$ cat config.mk
export PLATFORM = sky130hd
export DESIGN_NAME = mem_port_arbiter
export DESIGN_NICKNAME = d
export VERILOG_FILES = /design/src/rtl/mem_arb_pkg.sv /design/src/rtl/byte_lane_unit.sv /design/src/rtl/mem_port_arbiter.sv
export SDC_FILE = /design/constraint.sdc
export NUM_CORES = 1
export LEC_CHECK = 0
export BUFFER_PORTS_ARGS = -buffer_cell sky130_fd_sc_hd__buf_4
export CAP_MARGIN = 20
export CORE_AREA = 5 5 104 106
export DETAILED_ROUTE_END_ITERATION = 10
export DIE_AREA = 0 0 109 111
export GPL_TIMING_DRIVEN = 0
export PLACE_DENSITY = 0.67
export SETUP_SLACK_MARGIN = 0.02
export SLEW_MARGIN = 20
export SYNTH_ARGS = -nofsm -noshare
export SYNTH_HDL_FRONTEND = slang
export SYNTH_SLANG_ARGS = --single-unit
$ cat constraint.sdc
create_clock -name clk -period 2.9 [get_ports clk]
set_input_delay 0.435 -clock clk [delete_from_list [all_inputs] [get_ports clk]]
set_output_delay 0.435 -clock clk [all_outputs]
set_load 0.02 [all_outputs]
$ cat src/rtl/mem_arb_pkg.sv
// Shared types and constants for the instruction-fetch / data memory port arbiter.
package mem_arb_pkg;

  typedef enum logic {
    IDLE = 1'b0,
    BUSY = 1'b1
  } state_e;

  typedef enum logic [1:0] {
    NONE  = 2'd0,
    FETCH = 2'd1,
    DATA  = 2'd2
  } owner_e;

  localparam logic [3:0] WMASK_WORD = 4'hF;
  localparam logic [3:0] WMASK_NONE = 4'h0;

  // Everything the arbiter remembers between grant and response, kept in one
  // packed struct so checkers can bind to a single observable register.
  typedef struct packed {
    state_e     state;
    owner_e     owner;
    logic [3:0] starve_cnt;
    logic       byte_op;
    logic [1:0] lane;
    logic       we;
  } arb_state_t;

  localparam arb_state_t ARB_RESET = '{
    state:      IDLE,
    owner:      NONE,
    starve_cnt: 4'd0,
    byte_op:    1'b0,
    lane:       2'b00,
    we:         1'b0
  };

endpackage

$ cat src/rtl/byte_lane_unit.sv
// Byte-lane formatting: positions store data / builds the write mask, and
// extracts and zero-extends the addressed byte of a load response.
module byte_lane_unit
  import mem_arb_pkg::*;
(
  input  logic        st_byte,
  input  logic [1:0]  st_lane,
  input  logic [31:0] st_wdata,
  output logic [3:0]  st_wmask,
  output logic [31:0] st_wdata_pos,
  input  logic        ld_byte,
  input  logic [1:0]  ld_lane,
  input  logic [31:0] ld_rdata,
  output logic [31:0] ld_data
);

  always_comb begin
    st_wmask     = WMASK_WORD;
    st_wdata_pos = st_wdata;
    if (st_byte) begin
      st_wmask     = 4'b0001 << st_lane;
      st_wdata_pos = {24'd0, st_wdata[7:0]} << {st_lane, 3'b000};
    end
  end

  always_comb begin
    ld_data = ld_rdata;
    if (ld_byte) begin
      case (ld_lane)
        2'd0:    ld_data = {24'd0, ld_rdata[7:0]};
        2'd1:    ld_data = {24'd0, ld_rdata[15:8]};
        2'd2:    ld_data = {24'd0, ld_rdata[23:16]};
        default: ld_data = {24'd0, ld_rdata[31:24]};
      endcase
    end
  end

endmodule

$ cat src/rtl/mem_port_arbiter.sv
// Shares one memory port between fetch and data requesters: data has priority,
// a starvation counter forces a fetch win, one transaction outstanding at a time.
module mem_port_arbiter
  import mem_arb_pkg::*;
#(
  parameter int ADDR_W       = 32,
  parameter int STARVE_LIMIT = 4
) (
  input  logic              clk,
  input  logic              rst_n,
  input  logic              if_req,
  input  logic [ADDR_W-1:0] if_addr,
  output logic              if_gnt,
  output logic              if_rvalid,
  output logic [31:0]       if_rdata,
  input  logic              d_req,
  input  logic              d_we,
  input  logic              d_byte,
  input  logic [ADDR_W-1:0] d_addr,
  input  logic [31:0]       d_wdata,
  output logic              d_gnt,
  output logic              d_rvalid,
  output logic [31:0]       d_rdata,
  output logic              mem_req,
  output logic              mem_we,
  output logic [ADDR_W-1:0] mem_addr,
  output logic [31:0]       mem_wdata,
  output logic [3:0]        mem_wmask,
  input  logic              mem_rvalid,
  input  logic [31:0]       mem_rdata
);

  localparam logic [3:0] LIMIT = 4'(STARVE_LIMIT);

  // Handshake: a requester holds req with its fields stable until the cycle
  // its gnt is high; gnt and mem_req are combinational in IDLE, rvalid is a
  // one-cycle pulse combinational from mem_rvalid while BUSY.
  arb_state_t arb_q, arb_d;

  logic        fetch_wins, data_wins;
  logic [3:0]  st_wmask;
  logic [31:0] st_wdata_pos, ld_data;

  byte_lane_unit u_lane (
    .st_byte      (d_byte),
    .st_lane      (d_addr[1:0]),
    .st_wdata     (d_wdata),
    .st_wmask     (st_wmask),
    .st_wdata_pos (st_wdata_pos),
    .ld_byte      (arb_q.byte_op),
    .ld_lane      (arb_q.lane),
    .ld_rdata     (mem_rdata),
    .ld_data      (ld_data)
  );

  always_ff @(posedge clk or negedge rst_n) begin
    if (!rst_n) arb_q <= ARB_RESET;
    else        arb_q <= arb_d;
  end

  // Gating with rst_n keeps every strobe low while reset is held.
  assign fetch_wins = rst_n && (arb_q.state == IDLE) && if_req &&
                      (!d_req || (arb_q.starve_cnt == LIMIT));
  assign data_wins  = rst_n && (arb_q.state == IDLE) && d_req && !fetch_wins;

  always_comb begin
    arb_d     = arb_q;
    if_gnt    = 1'b0;
    if_rvalid = 1'b0;
    if_rdata  = 32'd0;
    d_gnt     = 1'b0;
    d_rvalid  = 1'b0;
    d_rdata   = 32'd0;
    mem_req   = 1'b0;
    mem_we    = 1'b0;
    mem_addr  = '0;
    mem_wdata = 32'd0;
    mem_wmask = WMASK_NONE;

    case (arb_q.state)
      IDLE: begin
        if (fetch_wins) begin
          if_gnt           = 1'b1;
          mem_req          = 1'b1;
          mem_addr         = {if_addr[ADDR_W-1:2], 2'b00};
          arb_d.state      = BUSY;
          arb_d.owner      = FETCH;
          arb_d.starve_cnt = 4'd0;
          arb_d.byte_op    = 1'b0;
          arb_d.lane       = if_addr[1:0];
          arb_d.we         = 1'b0;
        end else if (data_wins) begin
          d_gnt          = 1'b1;
          mem_req        = 1'b1;
          mem_we         = d_we;
          mem_addr       = {d_addr[ADDR_W-1:2], 2'b00};
          mem_wmask      = d_we ? st_wmask : WMASK_NONE;
          mem_wdata      = d_we ? st_wdata_pos : 32'd0;
          arb_d.state    = BUSY;
          arb_d.owner    = DATA;
          arb_d.byte_op  = d_byte;
          arb_d.lane     = d_addr[1:0];
          arb_d.we       = d_we;
          if (if_req && (arb_q.starve_cnt < LIMIT))
            arb_d.starve_cnt = arb_q.starve_cnt + 4'd1;
        end
      end
      BUSY: begin
        if (mem_rvalid) begin
          if (arb_q.owner == FETCH) begin
            if_rvalid = 1'b1;
            if_rdata  = mem_rdata;
          end else if (arb_q.owner == DATA) begin
            d_rvalid = 1'b1;
            d_rdata  = arb_q.we ? 32'd0 : ld_data;
          end
          arb_d.state = IDLE;
          arb_d.owner = NONE;
        end
      end
      default: arb_d = ARB_RESET;
    endcase
  end

endmodule

==> impl_metrics.env <==
export IMPL_status="complete, no violations"
export IMPL_die_height_um=111
export IMPL_r2r_start="arb_q[4]"
export IMPL_period_share_pct=86.3
export IMPL_syn_avg_cell_area_um2=7.51
export IMPL_cts_resized=0
export IMPL_die_x_um=109
export IMPL_pin_count=273
export IMPL_vias=3123
export IMPL_async_flop_share_pct=100
export IMPL_cap_violations=0
export IMPL_end_kind="primary output"
export IMPL_ys_seq_elements=11
export IMPL_cts_sinks=11
export IMPL_period_needed_ns=2.50
export IMPL_grt_pass1_wl_um=17400
export IMPL_core_rowCount=36
export IMPL_synth_warnings=0
export IMPL_totalWireLength_um=12000
export IMPL_slew_violations=0
export IMPL_layout_drive_gt1_share_pct=53.6
export IMPL_dr_pass1_iters=4
export IMPL_antenna_found_initial=0
export IMPL_insertion_delay_ns=0.24
export IMPL_worst_slack_ns=0.397
export IMPL_reg2regPathDepth=6
export IMPL_syn_area_um2=2060
export IMPL_yosysTopAreaCell="and2_1"
export IMPL_finalSetupViolCount=0
export IMPL_worstPathRequired_ns=2.47
export IMPL_cts_root_buf="clkbuf_8"
export IMPL_area_delta_synth_final_pct=108
export IMPL_grt_max_degree=15
export IMPL_postRouteAntennaNets=0
export IMPL_tritoncts="yes"
export IMPL_portBuffers=269
export IMPL_finalHoldViolCount=0
export IMPL_worst_slew_pin_slew_ns=0.938
export IMPL_yosysUniqueCellTypes=44
export IMPL_synth_top_area_share_pct=17.3
export IMPL_dp_hpwl_um=10200
export IMPL_synth_edff_count=0
export IMPL_fin_nets=687
export IMPL_cts_hold_buf=0
export IMPL_cts_made_buffers=3
export IMPL_ctsLongestPathBuffers=2
export IMPL_clk_pin_slew_ns=0.05
export IMPL_viasPerCell=4.58
export IMPL_finalClockSkew_ns=0.00447
export IMPL_crit_start="arb_q[4]"
export IMPL_biggestRegsByFlops="arb_q x11"
export IMPL_crit_fanout=10
export IMPL_routedWlPerCell_um=17.5
export IMPL_core_area_um2=9680
export IMPL_synthFlopType="dfrtp_1"
export IMPL_synth_cells=275
export IMPL_antenna_cells=0
export IMPL_crit_type="flip-flop to primary output"
export IMPL_worst_endpoint_arrival_ns=2.07
export IMPL_dieArea_um2=12100
export IMPL_crit_path_start_kind="flip-flop"
export IMPL_postCtsSetupBuffers=0
export IMPL_r2r_setup_slack_ns=1.19
export IMPL_vdd_ir_drop_max_mv=0.211
export IMPL_first_iter_violations=116
export IMPL_min_path_type="primary input to asynchronous set/reset pin"
export IMPL_htreeDepth=1
export IMPL_top_register="arb_q"
export IMPL_synth_area_leaders="and2_1 17%, dfrtp_1 13%, a22o_1 13%"
export IMPL_p_per_area_nw_per_um2=265
export IMPL_grt_ovfl_total=0
export IMPL_largest_register_ffs=11
export IMPL_rsz0062_at_grt="no"
export IMPL_route_detailed_drc=0
export IMPL_pre_cts_slack_ns=0.579
export IMPL_grtUsageTotal_pct=17.9
export IMPL_start_util_pct=21.3
export IMPL_worst_r2r_endpoint="arb_q[6]"
export IMPL_leakagePower_nw=2.40
export IMPL_max_freq_ghz=0.400
export IMPL_routabilityCongestion=0.885
export IMPL_ys_seq_area_share_pct=13.3
export IMPL_grt_pass1_vias=3161
export IMPL_slew_headroom_pct=36.8
export IMPL_tns_ns=0
[how the worst max path moves through the flow]
stage                         to  slack [ns]  depth (start not counted)
finish              mem_addr[10]        0.40                          7
global route        mem_addr[10]        0.29                          7
CTS                 mem_addr[10]        0.41                          7
detailed placement  if_rdata[23]        0.58                          6
global placement      d_rdata[7]        0.56                          6
floorplan             d_rdata[0]        0.78                          4
[stage by stage]
| stage | cells | power, W | hold WS, ns | instance area (um2) | util (%) |
|---|---|---|---|---|---|
| 2_1_floorplan | 276 | 0.000622 | 0.139 | 2070 | - |
| 3_3_place_gp | 678 | 0.000970 | 0.282 | 4250 | 43.9 |
| 3_5_place_dp | 678 | 0.000986 | 0.286 | 4250 | 43.9 |
| 4_1_cts | 682 | 0.00115 | 0.0268 | 4300 | 44.4 |
| 5_1_grt | 682 | 0.00122 | 0.0288 | 4300 | 44.4 |
| 6_report | 682 | 0.00114 | 0.0307 | 4300 | 44.4 |
[routing by layer]
| layer | part of all wire, % | GRT usage (%) |
|---|---|---|
| met5 | 0 | 0 |
| met4 | 1.4 | 2.86 |
| met3 | 9.2 | 4.37 |
| met2 | 52 | 33.7 |
| met1 | 38 | 20.1 |
[cell families after synthesis]
logic type | after synthesis | synth area share [%]
AND/OR/NAND/NOR | 147 | 42.1
AO/OA/AOI/OAI | 56 | 22.4
adder cells (fa/ha/maj) | 2 | 1.21
multiplexers | 25 | 12.1
flip-flops | 11 | 13.3
other | 1 | 0.182
buffers and inverters | 33 | 8.67
[synth_stat cells (all sizes together), types with 2 or more instances]
cell / n
mux2i: 25
a31o: 2
a221o: 2
nand2: 3
buf: 15
o21ai: 4
nand3: 2
ha: 2
o2111ai: 2
a41oi: 2
a21oi: 2
nor2b: 10
and2: 58
and3: 12
nand4b: 2
a22o: 31
clkbuf: 8
inv: 10
a211oi: 7
dfrtp: 11
nor4: 8
nor2: 34
nor3b: 9
nand3b: 2
[report_power, final]
group / total, W / internal (W) / switching (W)
sequential: 0.000239 / 0.000193 / 0.0000462
combinational: 0.000747 / 0.000366 / 0.000381
clock: 0.000152 / 0.0000964 / 0.0000559
total: 0.00114 / 0.000655 / 0.000483
[worst max-delay path, stage by stage, from the launching register on]
cell and delay, ns:
dfrtp_1 0.41, inv_1 0.07, ha_1 0.20, nand3b_1 0.10, a21oi_2 0.39, buf_2 0.31
a22o_1 0.19, buf_4 0.15
[layout make-up]
cell class / instances / area (um2)
inverters: 10 / 37.5
repair buffers: 269 / 2020
flip-flops and latches: 11 / 275
fillers: 980 / 5390
plain buffers: 23 / 141
clock buffers: 4 / 45.0
multi-input cells: 232 / 1610
well taps: 133 / 166
[layout by cell type (no fill, tap or decap), drive strengths merged, types with 2 or more instances in the layout]
cell type,count
conb,2
a221o,2
nand2,3
inv,10
a22o,31
nor3b,9
mux2i,25
nand3b,2
o21ai,4
ha,2
and3,12
dfrtp,11
nand4b,2
a21oi,2
clkbuf,12
nor4,8
o2111ai,2
nand3,2
a41oi,2
a31o,2
and2,58
buf,284
nor2,34
a211oi,7
nor2b,10
(Power assumes the default switching activity.)
